`src/rtl/rgb_pkg.sv`:
```
// rgb_pkg: state encoding and colour constants shared by the RGB light logic.
// Revision: 1.0
`default_nettype none

package rgb_pkg;

    typedef enum logic [2:0] {
        ST_IDLE  = 3'd0,
        ST_RED   = 3'd1,
        ST_GREEN = 3'd2,
        ST_BLUE  = 3'd3,
        ST_FORCE = 3'd4
    } state_t;

    localparam logic [2:0] COLOR_OFF   = 3'b000;
    localparam logic [2:0] COLOR_RED   = 3'b100;
    localparam logic [2:0] COLOR_GREEN = 3'b010;
    localparam logic [2:0] COLOR_BLUE  = 3'b001;

endpackage

`default_nettype wire

```
`src/rtl/rgb_light_ctrl_dwell_timer.sv`:
```
// dwell_timer: loadable down-counter that stalls on hold and saturates at zero.
// Revision: 1.0
`default_nettype none

module dwell_timer #(
    parameter int CNT_W = 8
) (
    input  logic             clk,
    input  logic             rst,
    input  logic             load,
    input  logic [CNT_W-1:0] load_val,
    input  logic             hold,
    output logic             zero
);

    logic [CNT_W-1:0] cnt;

    always_ff @(posedge clk or posedge rst) begin
        if (rst) begin
            cnt <= '0;
        end else if (load) begin
            cnt <= load_val;
        end else if (!hold && (cnt != '0)) begin
            cnt <= cnt - 1'b1;
        end
    end

    assign zero = (cnt == '0);

endmodule

`default_nettype wire

```
`src/rtl/rgb_light_ctrl.sv`:
```
// rgb_light_ctrl: sequences the RGB light red->green->blue with per-colour dwell,
// hold, enable and a priority override. Revision: 1.0
`default_nettype none

module rgb_light_ctrl
    import rgb_pkg::*;
#(
    parameter int          CNT_W      = 8,
    parameter int unsigned RED_TIME   = 3,
    parameter int unsigned GREEN_TIME = 2,
    parameter int unsigned BLUE_TIME  = 4
) (
    input  logic             clk,
    input  logic             rst,
    input  logic             en,
    input  logic             hold,
    input  logic             force_req,
    input  logic [2:0]       force_color,
    output logic             force_ack,
    output logic [2:0]       light,
    output logic             step,
    output logic [CNT_W-1:0] cycle_cnt
);

    // The counter holds "cycles remaining minus one", so a TIME of 0 collapses to 1.
    localparam logic [CNT_W-1:0] RED_LOAD   = (RED_TIME   == 0) ? '0 : CNT_W'(RED_TIME   - 1);
    localparam logic [CNT_W-1:0] GREEN_LOAD = (GREEN_TIME == 0) ? '0 : CNT_W'(GREEN_TIME - 1);
    localparam logic [CNT_W-1:0] BLUE_LOAD  = (BLUE_TIME  == 0) ? '0 : CNT_W'(BLUE_TIME  - 1);

    state_t           state;
    state_t           next_state;
    logic             load;
    logic [CNT_W-1:0] load_val;
    logic             cyc_inc;
    logic             dwell_zero;
    logic [2:0]       next_light;

    dwell_timer #(
        .CNT_W (CNT_W)
    ) u_dwell_timer (
        .clk      (clk),
        .rst      (rst),
        .load     (load),
        .load_val (load_val),
        .hold     (hold),
        .zero     (dwell_zero)
    );

    always_comb begin
        next_state = state;
        load       = 1'b0;
        load_val   = RED_LOAD;
        cyc_inc    = 1'b0;
        if (force_req) begin
            next_state = ST_FORCE;
        end else begin
            case (state)
                ST_IDLE, ST_FORCE: begin
                    if (en) begin
                        next_state = ST_RED;
                        load       = 1'b1;
                        load_val   = RED_LOAD;
                    end else begin
                        next_state = ST_IDLE;
                    end
                end
                ST_RED, ST_GREEN, ST_BLUE: begin
                    if (!en) begin
                        next_state = ST_IDLE;
                    end else if (!hold && dwell_zero) begin
                        load = 1'b1;
                        case (state)
                            ST_RED: begin
                                next_state = ST_GREEN;
                                load_val   = GREEN_LOAD;
                            end
                            ST_GREEN: begin
                                next_state = ST_BLUE;
                                load_val   = BLUE_LOAD;
                            end
                            default: begin
                                next_state = ST_RED;
                                load_val   = RED_LOAD;
                                cyc_inc    = 1'b1;
                            end
                        endcase
                    end
                end
                default: next_state = ST_IDLE;
            endcase
        end
    end

    always_comb begin
        next_light = COLOR_OFF;
        case (next_state)
            ST_RED:   next_light = COLOR_RED;
            ST_GREEN: next_light = COLOR_GREEN;
            ST_BLUE:  next_light = COLOR_BLUE;
            ST_FORCE: next_light = force_color;
            default:  next_light = COLOR_OFF;
        endcase
    end

    // A reload happens exactly when a fresh colour phase begins, so it doubles as step.
    always_ff @(posedge clk or posedge rst) begin
        if (rst) begin
            state     <= ST_IDLE;
            light     <= COLOR_OFF;
            force_ack <= 1'b0;
            step      <= 1'b0;
            cycle_cnt <= '0;
        end else begin
            state     <= next_state;
            light     <= next_light;
            force_ack <= (next_state == ST_FORCE);
            step      <= load;
            if (cyc_inc) begin
                cycle_cnt <= cycle_cnt + 1'b1;
            end
        end
    end

endmodule

`default_nettype wire

```
`config.mk`:
```
export PLATFORM = sky130hd
export DESIGN_NAME = rgb_light_ctrl
export DESIGN_NICKNAME = d
export VERILOG_FILES = /design/src/rtl/rgb_pkg.sv /design/src/rtl/rgb_light_ctrl_dwell_timer.sv /design/src/rtl/rgb_light_ctrl.sv
export SDC_FILE = /design/constraint.sdc
export NUM_CORES = 1
export LEC_CHECK = 0
export ABC_AREA = 1
export BUFFER_PORTS_ARGS = -buffer_cell sky130_fd_sc_hd__buf_4
export CAP_MARGIN = 20
export CELL_PAD_IN_SITES_DETAIL_PLACEMENT = 1
export CELL_PAD_IN_SITES_GLOBAL_PLACEMENT = 2
export CORE_MARGIN = 8
export CORE_UTILIZATION = 32
export DETAILED_ROUTE_END_ITERATION = 12
export GPL_ROUTABILITY_DRIVEN = 0
export GPL_TIMING_DRIVEN = 0
export HOLD_SLACK_MARGIN = 0.05
export PLACE_DENSITY = 0.8
export RECOVER_POWER = 100
export SYNTH_ARGS = -nofsm -noshare
export SYNTH_HDL_FRONTEND = slang
export SYNTH_SLANG_ARGS = --single-unit
```
`constraint.sdc`:
```
create_clock -name clk -period 1.9 [get_ports clk]
set_input_delay 0.095 -clock clk [delete_from_list [all_inputs] [get_ports clk]]
set_output_delay 0.095 -clock clk [all_outputs]
set_load 0.02 [all_outputs]
```
==> metrics.md, run 1 <==
| Metric | Value |
|---|---|
| Cell count after synthesis | `180` |
| CTS buffer count | `3` |
| Power density cells | `955 nW/um^2` |
| Buffers added on ports | `20` |
| # Max-Cap Violations | `0` |
| Post-synthesis sequential area ratio | `a little over two fifths` |
| Syn-to-layout area delta | `16.6%` |
| Setup TNS | `0 ns` |
| Post-DP Area | `between 1500 and 2000 um^2` |
| RSZ-0062 raised after global routing | `no` |
| CTS tree | `done` |
| WP data arrival | `about 1.8 ns` |
| Seq cells post-synth | `24` |
| Global route total overflow | `0` |
| Hold Path Class | `in2reg` |
| Initial antenna violation count | `0` |
| First-pass GRT wire length | `approximately 5.7 mm` |
| Run status | `completed` |
| Commonest non-fill, non-tap cell in the layout | `nand2_1` |
| Insertion delay to the later sink of the worst-skew pair | `0.27 ns` |
| Fmax | `0.598 GHz` |
| Ys Warns | `0` |
| Worst-path fanout max | `7` |
| Pre-Repair DR Iteration Count | `4` |
| Via count | `approximately 1200` |
| CTS resizes | `0` |
| WL/cell | `12.6 um` |
| Total Nets Final | `220` |
| Final ANT Viol Nets | `0` |
| CTS root buf | `clkbuf_8` |
| Syn Std Cell Area | `1410 um^2` |
| Max VDD drop | `0.376 mV` |
| Hold_buf cts | `2` |
| Final HPWL DP | `2.53 mm` |
| Tot Pwr | `between 1500 and 2000 uW` |
| Synth Area per Inst | `7.81 um^2` |
| Diodes inserted | `0` |
| Multi-input gate area | `651 um^2` |
| CORE AREA | `4290 um^2` |
| Ratio of cells with drive above 1 in the final layout | `11.1%` |
| # clock sinks | `24` |
| Net Count, Synth | `191` |
| Startpoint Class | `flop` |
| Die ar. | `between 6000 and 7000 um^2` |
| Site row count | `24` |
| Relative slew slack | `between 50% and 60%` |
| # IOs | `21` |
| H-tree levels | `1` |
| Fin area | `1640 um^2` |
| Pin slew with the least headroom to its limit | `0.728 ns` |
| Static leakage | `just under 0.0009 uW` |
| Largest net degree at the start of global routing | `25` |
| Most frequent cells in the layout | `51 x nand2_1, 33 x inv_1, 24 x dfrtp_1` |
| Filler Cell Count | `about 550` |
| Netlist cell types | `23` |
| Setup repair bufs after CTS | `0` |
| Max Root-Sink Buffers | `2` |
| Worst hold margin | `0.123 ns` |
| WS Path Type | `reg2reg` |
| Worst setup EP type | `flop` |
| Endpoints failing setup | `0` |
| DRC viols | `0` |
| Final core utilization | `38.1%` |
| Register area | `601 um^2` |
| Initial Util | `32.7%` |
| Final cycle utilization of the critical path | `88.1%` |
| Endpoints failing hold | `0` |
| Final Skew | `0.00309 ns` |
| Number of global-route vias before repair | `1252` |
| Tot GR Track Use | `10.6%` |
| Die extent in x | `82.3 um` |
| Routed wire length | `3.27 mm` |
| Clock transition at path regs | `~0.09 ns` |
| Final Max Tran Viols | `0` |
| Die height | `82.3 um` |
| Via/cell ratio | `between 4 and 5` |
| Starting DRT DRC Count | `38` |
| CP Data Required Time | `2.05 ns` |
| Final worst path period need | `1.67 ns` |
power breakdown:
group          switching [uW]  internal, uW
Sequential               75.4           590
Combinational             343           198
Clock                     172           185
per-stage QoR:
step	worst slack (ns)	instances
after floorplan	0.425	180
after global placement	0.298	252
after detailed placement	0.250	252
after CTS	0.231	258
after global routing	0.0711	260
final	0.227	260
flip-flops by register name, indices dropped and copies added (netlist names):
register and cells:
cycle_cnt 8, force_ack 1, light 3, state 3
step 1, u_dwell_timer.cnt 8
synthesized netlist by cell type:
cell type	instances	share of area, %
nand2_1	48	13
nand3b_1	1	0.53
ha_1	3	2.7
inv_1	33	8.8
nand4_1	4	1.8
nand3_2	1	0.71
nor2_8	2	2.8
o21ai_0	1	0.36
nor2_4	2	1.6
inv_2	1	0.27
clkbuf_1	2	0.53
nand3_1	13	4.6
nor2_1	17	4.5
xor2_1	8	5.0
nand4_2	1	0.89
o21ai_1	3	1.1
o21bai_2	2	1.6
nand2_2	6	2.7
dfrtp_1	24	43
a21oi_1	1	0.36
nand3_4	1	1.2
nor3_1	4	1.4
nor2_2	2	0.89
area by class of cell:
type                       instances  share of cell area, %
multi-input combinational        120                   39.7
sequential                        24                   36.7
timing repair buffer              24                   8.02
inverter                          34                   7.79
tap                               52                   3.97
clock buffer                       4                   3.36
buffer                             2                  0.458
critical path, stage by stage (launching register included):
cell	delay [ns]
dfrtp_1	0.40
inv_1	0.10
ha_1	0.20
nand2_2	0.10
nor2_8	0.18
nand4_1	0.17
nand2_1	0.28
nor3_1	0.10
per-layer routing:
metal  GRT usage, %  vias up  share of wire (%)
met2           17.5       17                 47
li1               -      608                  -
met4           2.63        0                1.0
met5              0        -                  0
met3           2.71        4                4.7
met1           13.5      555                 47
cell families after synthesis:
group | synth area share [%]
and+or+nand+nor | 36.6
buffers and inverters | 9.62
DFF | 42.7
xor gates and xnor gates | 4.99
AOI/OAI and AO/OA | 3.38
adders and majority gates | 2.67
worst paths after layout:
path,cells past startpoint,slack [ns],to,startpoint
worst max-delay path,7,0.23,u_dwell_timer.cnt[7]$_DFFE_PP0P_,u_dwell_timer.cnt[0]$_DFFE_PP0P_
worst min-delay path,5,0.12,light[1]$_DFF_PP0_,force_color[1]
worst max register to register,7,0.23,u_dwell_timer.cnt[7]$_DFFE_PP0P_,u_dwell_timer.cnt[0]$_DFFE_PP0P_
worst min register to register,2,0.53,u_dwell_timer.cnt[0]$_DFFE_PP0P_,u_dwell_timer.cnt[0]$_DFFE_PP0P_
max in group asynchronous,4,0.52,state[1]$_DFF_PP0_,rst
min in group asynchronous,3,0.39,u_dwell_timer.cnt[6]$_DFFE_PP0P_,rst
(Power assumes the default switching activity.)
==> inputs of run 2 (changes only) <==
- PLACE_DENSITY: 0.8 -> 0.81
- SYNTH_HIERARCHICAL: unset -> 1
==> metrics.md, run 2 <==
| Metric | Value |
|---|---|
| Insertion delay to the later sink of the worst-skew pair | `0.27 ns` |
| FFs w/ async S/R, synth | `100%` |
| Final Skew | `between 0.007 and 0.008 ns` |
| # IOs | `21` |
| Final cycle utilization of the critical path | `roughly 90%` |
| Fin area | `~1900 um^2` |
| Startpoint Class | `flop` |
| Final HPWL DP | `~2.7 mm` |
| Flop pwr share | `between 30% and 40%` |
| Netlist cell types | `28` |
| Clock transition at path regs | `0.10 ns` |
| WS Path Type | `reg2reg` |
| Crit-path cells | `inv_2, ha_1, nand2_2, nor2_4, inv_1, nor2_4, nand2_4, nand2_4, inv_4, or2_2, nand3_1, nand2_1` |
| Share of the synthesized area in the top cell type | `40.1%` |
| Relative slew slack | `59.2%` |
| Top Registers | `cycle_cnt x8, u_dwell_timer/cnt x8` |
| CTS root buf | `clkbuf_8` |
| Worst Path Buf+Inv | `3` |
| Post-synthesis sequential area ratio | `40.1%` |
| Run status | `completed` |
| Max VDD drop | `0.303 mV` |
| Ys Warns | `6` |
| Ratio of cells with drive above 1 in the final layout | `between 10% and 20%` |
| Starting DRT DRC Count | `between 50 and 60` |
| Syn Std Cell Area | `1500 um^2` |
| Final ANT Viol Nets | `0` |
| Fin cells | `292` |
| R2R cell count | `12` |
| Switch Pwr | `666 uW` |
| Largest stage delay on the critical path | `0.40 ns` |
| Commonest non-fill, non-tap cell in the layout | `nand2_1` |
| Buffers added on ports | `20` |
| Via/cell ratio | `4.61` |
| Worst-path fanout max | `8` |
| Cell count after synthesis | `200` |
| Synth area leaders | `dfrtp_1 40%, nand2_1 17%, nand3_1 7.0%` |
| # clock sinks | `24` |
| Initial antenna violation count | `0` |
| Post-synth top flop | `dfrtp_1` |
| Number of synthesized flops with an enable pin | `0` |
| Synth Area per Inst | `7.48 um^2` |
| Largest delay contributor family on the critical path | `simple AND/OR/NAND/NOR gates` |
| Reg2reg setup slack | `0.14 ns` |
| Site row count | `25` |
| CORE AREA | `4630 um^2` |
| # Max-Cap Violations | `0` |
| Tot GR Track Use | `between 10% and 20%` |
| Seq cells post-synth | `24` |
| Critical path origin | `u_dwell_timer/cnt[1]$_DFFE_PP0P_` |
| Hold path cells | `3` |
| Diodes inserted | `0` |
| DRC viols | `0` |
| CTS buffer count | `3` |
| Fmax | `0.568 GHz` |
| Tot Pwr | `1790 uW` |
| Die extent in x | `approximately 84 um` |
| Yosys top cell by area | `dfrtp_1` |
| Number of global-route vias before repair | `~1400` |
| Hold Path Class | `in2reg` |
| CP Data Required Time | `2.07 ns` |
| Die ar. | `7120 um^2` |
| Final worst path period need | `1.76 ns` |
| Initial Util | `32.3%` |
| Hold_sp | `force_req` |
| Via count | `roughly 1300` |
| Routed wire length | `3.52 mm` |
| Global route total overflow | `0` |
| Most frequent cells after synthesis | `67 x nand2_1, 24 x dfrtp_1, 23 x inv_1` |
| Worst Hold End | `light[2]$_DFF_PP0_` |
| Largest net degree at the start of global routing | `17` |
| CTS tree | `done` |
| Syn-to-layout area delta | `23.9%` |
| WP data arrival | `1.93 ns` |
| Clock group share of total power | `approximately 26%` |
| Max stage delay cell, worst path | `dfrtp_1` |
| Total Nets Final | `250` |
| RSZ-0062 raised after global routing | `no` |
| Post-DP Area | `1730 um^2` |
| Gate power share | `35.3%` |
| R2R Path End | `u_dwell_timer/cnt[6]$_DFFE_PP0P_` |
| Most frequent cell after synthesis | `nand2_1` |
| R2r startpoint | `u_dwell_timer/cnt[1]$_DFFE_PP0P_` |
| Endpoints failing setup | `0` |
| Dpl cells | `279` |
| Die height | `84.4 um` |
| Final Max Tran Viols | `0` |
| Static leakage | `between 0.0009 and 0.001 uW` |
| Sw Ratio | `37.2%` |
| First-pass GRT wire length | `between 6 and 7 mm` |
| Pre-Repair DR Iteration Count | `4` |
| Pin slew with the least headroom to its limit | `~0.61 ns` |
| Power density cells | `between 900 and 1000 nW/um^2` |
| Max Root-Sink Buffers | `2` |
| Internal Power | `1120 uW` |
| Endpoints failing hold | `0` |
| Worst setup EP type | `flop` |
| WL/cell | `12.1 um` |
| Most frequent cells in the layout | `65 x nand2_1, 24 x dfrtp_1, 21 x nand3_1` |
| H-tree levels | `1` |
==> run 2: cell types whose count changed in the layout (fill, tap and decap cells not counted), moves of 6 or more <==
cell / before / now
nand3_1: 14 / 21
o21ai_2: 0 / 7
inv_1: 33 / 20
conb_1: 0 / 6
nand2_1: 51 / 65
==> run 2: layout make-up <==
cell class | instances | area [um^2]
clock buffer | 3 | 41.3
buffer | 4 | 42.5
timing repair buffer | 29 | 175
inverter | 26 | 100
clock inverter | 1 | 30.0
multi-input combinational | 151 | 797
sequential | 24 | 601
fill | 576 | 2780
tap | 54 | 67.6
==> run 2: layer usage <==
| layer | up-vias | track usage [%] | share of wire, % |
|---|---|---|---|
| met5 | - | 0 | 0 |
| met4 | 0 | 3.88 | 0.85 |
| met3 | 2 | 1.76 | 2.6 |
| met2 | 12 | 17.8 | 50 |
| met1 | 641 | 13.8 | 47 |
| li1 | 692 | - | - |
==> run 2: cell families after synthesis <==
| family | count (synthesis) | synth area share (%) |
|---|---|---|
| AND/OR/NAND/NOR | 122 | 37.9 |
| flip-flops | 24 | 40.1 |
| other | 1 | 0.251 |
| buffers and inverters | 30 | 8.86 |
| XOR/XNOR | 4 | 2.34 |
| adder cells (fa/ha/maj) | 3 | 2.51 |
| AO/OA/AOI/OAI | 16 | 8.03 |
==> run 2: worst min-delay path: stages <==
cell and delay [ns]:
clkbuf_1 0.15, nand2_1 0.10, nand2_1 0.04
==> run 2: power by group through the flow <==
stage                     combinational, uW  clock, uW  sequential (uW)
after floorplan                         442          0              696
after global placement                  577          0              703
after detailed placement                589          0              702
after CTS                               620        475              699
after global routing                    736        491              717
final                                   632        459              698
==> run 2: timing repair <==
| item | 4_1_cts | 5_1_grt |
|---|---|---|
| pin swaps | 2 | 2 |
| setup buffers | 3 | 2 |
| hold endpoints to repair | 27 | 0 |
| resized for setup | 5 | 7 |
| hold buffers | 4 | 0 |
| setup endpoints to repair | 8 | 10 |
==> run 2: worst max path at each step <==
stage / to / slack (ns) / cells past startpoint
detailed placement: u_dwell_timer/cnt[6]$_DFFE_PP0P_ / -0.30 / 12
floorplan: u_dwell_timer/cnt[6]$_DFFE_PP0P_ / 0.02 / 12
global route: u_dwell_timer/cnt[6]$_DFFE_PP0P_ / 0.0002 / 12
finish: u_dwell_timer/cnt[6]$_DFFE_PP0P_ / 0.14 / 12
global placement: u_dwell_timer/cnt[6]$_DFFE_PP0P_ / -0.29 / 12
CTS: u_dwell_timer/cnt[6]$_DFFE_PP0P_ / 0.003 / 12
==> run 2: through the flow <==
| stage | hold slack (ns) | setup slack, ns | utilization [%] | TNS [ns] |
|---|---|---|---|---|
| 2_1_floorplan | -0.0893 | 0.0194 | - | 0 |
| 3_3_place_gp | 0.0952 | -0.289 | 37.5 | -1.69 |
| 3_5_place_dp | 0.0890 | -0.299 | 37.5 | -1.76 |
| 4_1_cts | 0.0742 | 0.00312 | 40.5 | 0 |
| 5_1_grt | 0.160 | 0.000239 | 40.1 | 0 |
| 6_report | 0.141 | 0.139 | 40.1 | 0 |
==> inputs of run 3 (changes only) <==
- ABC_AREA: 1 -> unset
- CORE_UTILIZATION: 32 -> 35
- GPL_TIMING_DRIVEN: 0 -> unset
==> metrics.md, run 3 <==
| Metric | Value |
|---|---|
| Run status | `finished with violations` |
| Failing checks | `negative setup slack` |
| Syn-to-layout area delta | `49.9%` |
| Max VDD drop | `0.323 mV` |
| Synth Area per Inst | `10.2 um^2` |
| Sw Ratio | `approximately 29%` |
| Final Max Tran Viols | `0` |
| Relative slew slack | `55.8%` |
| Startpoint Class | `flop` |
| Clock transition at path regs | `0.10 ns` |
| Met3 Usage GRT | `2.33%` |
| Post-synthesis sequential area ratio | `46.6%` |
| Endpoints failing hold | `0` |
| CTS tree | `done` |
| Pre-Repair DR Iteration Count | `4` |
| Synth area leaders | `dfrtp_1 47%, xnor2_1 6.1%, nand2_1 3.2%` |
| Internal Power | `1070 uW` |
| Switch Pwr | `442 uW` |
| Static leakage | `0.000897 uW` |
| Most crowded layer after global routing | `met2` |
| Worst setup EP type | `flop` |
| Cell count after synthesis | `126` |
| CTS buffer count | `3` |
| R2R cell count | `10` |
| WL/cell | `18.0 um` |
| Flop pwr share | `41.0%` |
| Number of global-route vias before repair | `1307` |
| Clock group share of total power | `30.1%` |
| Final cycle utilization of the critical path | `109%` |
| Seq cells post-synth | `24` |
| Hold_sp | `hold` |
| Hold Path Class | `in2reg` |
| Max Root-Sink Buffers | `2` |
| Buffers added on ports | `20` |
| FFs w/ async S/R, synth | `100%` |
| Insertion delay to the later sink of the worst-skew pair | `0.27 ns` |
| Initial Util | `a little over a third` |
| Via/cell ratio | `5.22` |
| Largest net degree at the start of global routing | `17` |
| Worst-path fanout max | `4` |
| Hold path cells | `3` |
| Final Skew | `0.0115 ns` |
| Reg2reg setup slack | `-0.17 ns` |
| Yosys top cell by area | `dfrtp_1` |
| # IOs | `21` |
| Synthesized-area fraction occupied by adder cells | `under 10%` |
| WS Path Type | `reg2reg` |
| H-tree levels | `1` |
| Routed wire length | `slightly above 4 mm` |
| RSZ-0062 raised after global routing | `yes` |
| Dpl cells | `210` |
| GR Layer Usage met1 | `15.4%` |
| Multi-input gate area | `742 um^2` |
| Syn Std Cell Area | `1290 um^2` |
| Grt met2 use | `between 20% and 30%` |
| Netlist cell types | `42` |
| Post-synth top flop | `dfrtp_1` |
| Synth Area in Compound Gates | `16.7%` |
| Die extent in x | `roughly 77 um` |
| # clock sinks | `24` |
| Endpoints failing setup | `16` |
| Fmax | `0.483 GHz` |
| Multiplexer area fraction after synthesis | `0.875%` |
| Most frequent cell after synthesis | `dfrtp_1` |
| Total Nets Final | `192` |
| Gate power share | `28.9%` |
| Die ar. | `5880 um^2` |
| Commonest non-fill, non-tap cell in the layout | `buf_4` |
| Main combinational cell family by area after synthesis | `simple AND/OR/NAND/NOR gates` |
| Most frequent cells in the layout | `44 x buf_4, 24 x dfrtp_1, 9 x xnor2_1, 9 x nand2_1, 6 x conb_1` |
| Global route total overflow | `0` |
| Final ANT Viol Nets | `0` |
| Worst Hold End | `u_dwell_timer/cnt[0]$_DFFE_PP0P_` |
| CTS root buf | `clkbuf_8` |
| Final HPWL DP | `about 2.6 mm` |
| Ys Warns | `6` |
| Number of synthesized flops with an enable pin | `0` |
| Fin cells | `~230` |
| DRC viols | `0` |
| Ratio of cells with drive above 1 in the final layout | `42.2%` |
| # Max-Cap Violations | `0` |
| R2r startpoint | `u_dwell_timer/cnt[1]$_DFFE_PP0P_` |
| Post-synthesis xor/xnor area fraction | `6.80%` |
| Register area | `601 um^2` |
| Worst setup margin | `-0.170 ns` |
| CP Data Required Time | `2.05 ns` |
| Die height | `76.7 um` |
| Starting DRT DRC Count | `29` |
| Initial antenna violation count | `0` |
| First-pass GRT wire length | `6.54 mm` |
| Most frequent cells after synthesis | `24 x dfrtp_1, 11 x nand2_1, 9 x xnor2_1` |
| WP data arrival | `2.22 ns` |
| Via count | `~1200` |
| Setup WS pre-CTS | `-0.207 ns` |
| Simple-gate share of the synthesized area | `20.9%` |
| CORE AREA | `3610 um^2` |
| Power density cells | `approximately 800 nW/um^2` |
| Diodes inserted | `0` |
| Pin slew with the least headroom to its limit | `0.662 ns` |
| Filler Cell Count | `394` |
| Site row count | `22` |
| Share of the synthesized area in the top cell type | `around 47%` |
| Top Registers | `cycle_cnt x8, u_dwell_timer/cnt x8` |
| Final worst path period need | `between 2 and 2.5 ns` |
| Tot GR Track Use | `13.6%` |
| R2R Path End | `u_dwell_timer/cnt[7]$_DFFE_PP0P_` |
==> run 3: cell count changes after synthesis, sizes merged, moves of 3 or more <==
cell / before / now
nand2: 71 / 11
nand3: 23 / 1
inv: 26 / 8
nor2: 22 / 5
o21ai: 13 / 4
xnor2: 1 / 9
clkbuf: 1 / 6
or4: 0 / 4
a2111o: 0 / 3
a31oi: 0 / 3
nand2b: 0 / 3
nand4: 2 / 5
nor4: 0 / 3
==> run 3: worst max-delay path: stages (launching register included) <==
cell      delay (ns)
dfrtp_1         0.41
inv_2           0.10
ha_4            0.14
nor3b_4         0.19
and2_4          0.21
nand2b_4        0.06
o22a_1          0.19
nor2_4          0.16
inv_2           0.08
o311a_1         0.13
a221o_1         0.28
==> run 3: logic make-up after synthesis <==
logic type / Yosys count
simple gates: 43
compound gates: 28
mux: 1
other cells: 1
fa+ha+maj: 3
flops: 24
xor+xnor: 10
buf+inv: 16
==> run 3: worst max path at each step <==
stage                                                 from                                to  slack (ns)  depth (start not counted)
after floorplan           u_dwell_timer/cnt[0]$_DFFE_PP0P_  u_dwell_timer/cnt[3]$_DFFE_PP0P_       -0.39                         12
after global placement    u_dwell_timer/cnt[0]$_DFFE_PP0P_  u_dwell_timer/cnt[7]$_DFFE_PP0P_       -0.08                         10
after detailed placement  u_dwell_timer/cnt[1]$_DFFE_PP0P_  u_dwell_timer/cnt[7]$_DFFE_PP0P_       -0.21                         10
after CTS                 u_dwell_timer/cnt[4]$_DFFE_PP0P_  u_dwell_timer/cnt[7]$_DFFE_PP0P_       -0.06                          8
after global routing      u_dwell_timer/cnt[1]$_DFFE_PP0P_  u_dwell_timer/cnt[7]$_DFFE_PP0P_       -0.23                         10
final                     u_dwell_timer/cnt[1]$_DFFE_PP0P_  u_dwell_timer/cnt[7]$_DFFE_PP0P_       -0.17                         10
==> run 3: per-layer routing <==
| metal | up-vias | share of wire, % |
|---|---|---|
| met5 | - | 0 |
| met4 | 0 | 1.4 |
| met3 | 4 | 3.0 |
| met2 | 20 | 55 |
| met1 | 602 | 40 |
| li1 | 565 | - |
==> run 3: stage by stage <==
| step | utilization, % | setup TNS (ns) | cell area, um^2 | power, uW | hold slack [ns] |
|---|---|---|---|---|---|
| global route | 53.5 | -2.10 | 1930 | 1590 | 0.231 |
| global placement | 45.9 | -0.248 | 1660 | 955 | 0.0894 |
| floorplan | - | -3.87 | 1350 | 807 | -0.0893 |
| detailed placement | 45.9 | -1.29 | 1660 | 974 | 0.0914 |
| finish | 53.5 | -0.800 | 1930 | 1520 | 0.175 |
| CTS | 51.0 | -0.155 | 1840 | 1470 | 0.175 |
==> run 3: cell type report <==
class | count | share of cell area [%]
inverters | 8 | 1.56
clock buffers | 3 | 2.14
well taps | 48 | 3.11
flip-flops and latches | 24 | 31.1
clock inverters | 1 | 1.56
multi-input cells | 91 | 38.5
repair buffers | 53 | 22.0
==> run 3: power groups by stage <==
stage | Clock, uW | Sequential [uW] | Combinational [uW]
final | 456 | 621 | 439
after global routing | 480 | 626 | 482
after CTS | 467 | 619 | 386
after detailed placement | 0 | 625 | 349
after global placement | 0 | 622 | 333
after floorplan | 0 | 641 | 166
==> run 3: what timing repair did <==
action / 4_1_cts / 5_1_grt
gates resized for setup: 8 / 15
pin swaps: 5 / 16
endpoints found under the hold margin: 29 / 0
hold buffers: 5 / 0
setup endpoints to repair: 15 / 18
setup buffers: 4 / 6
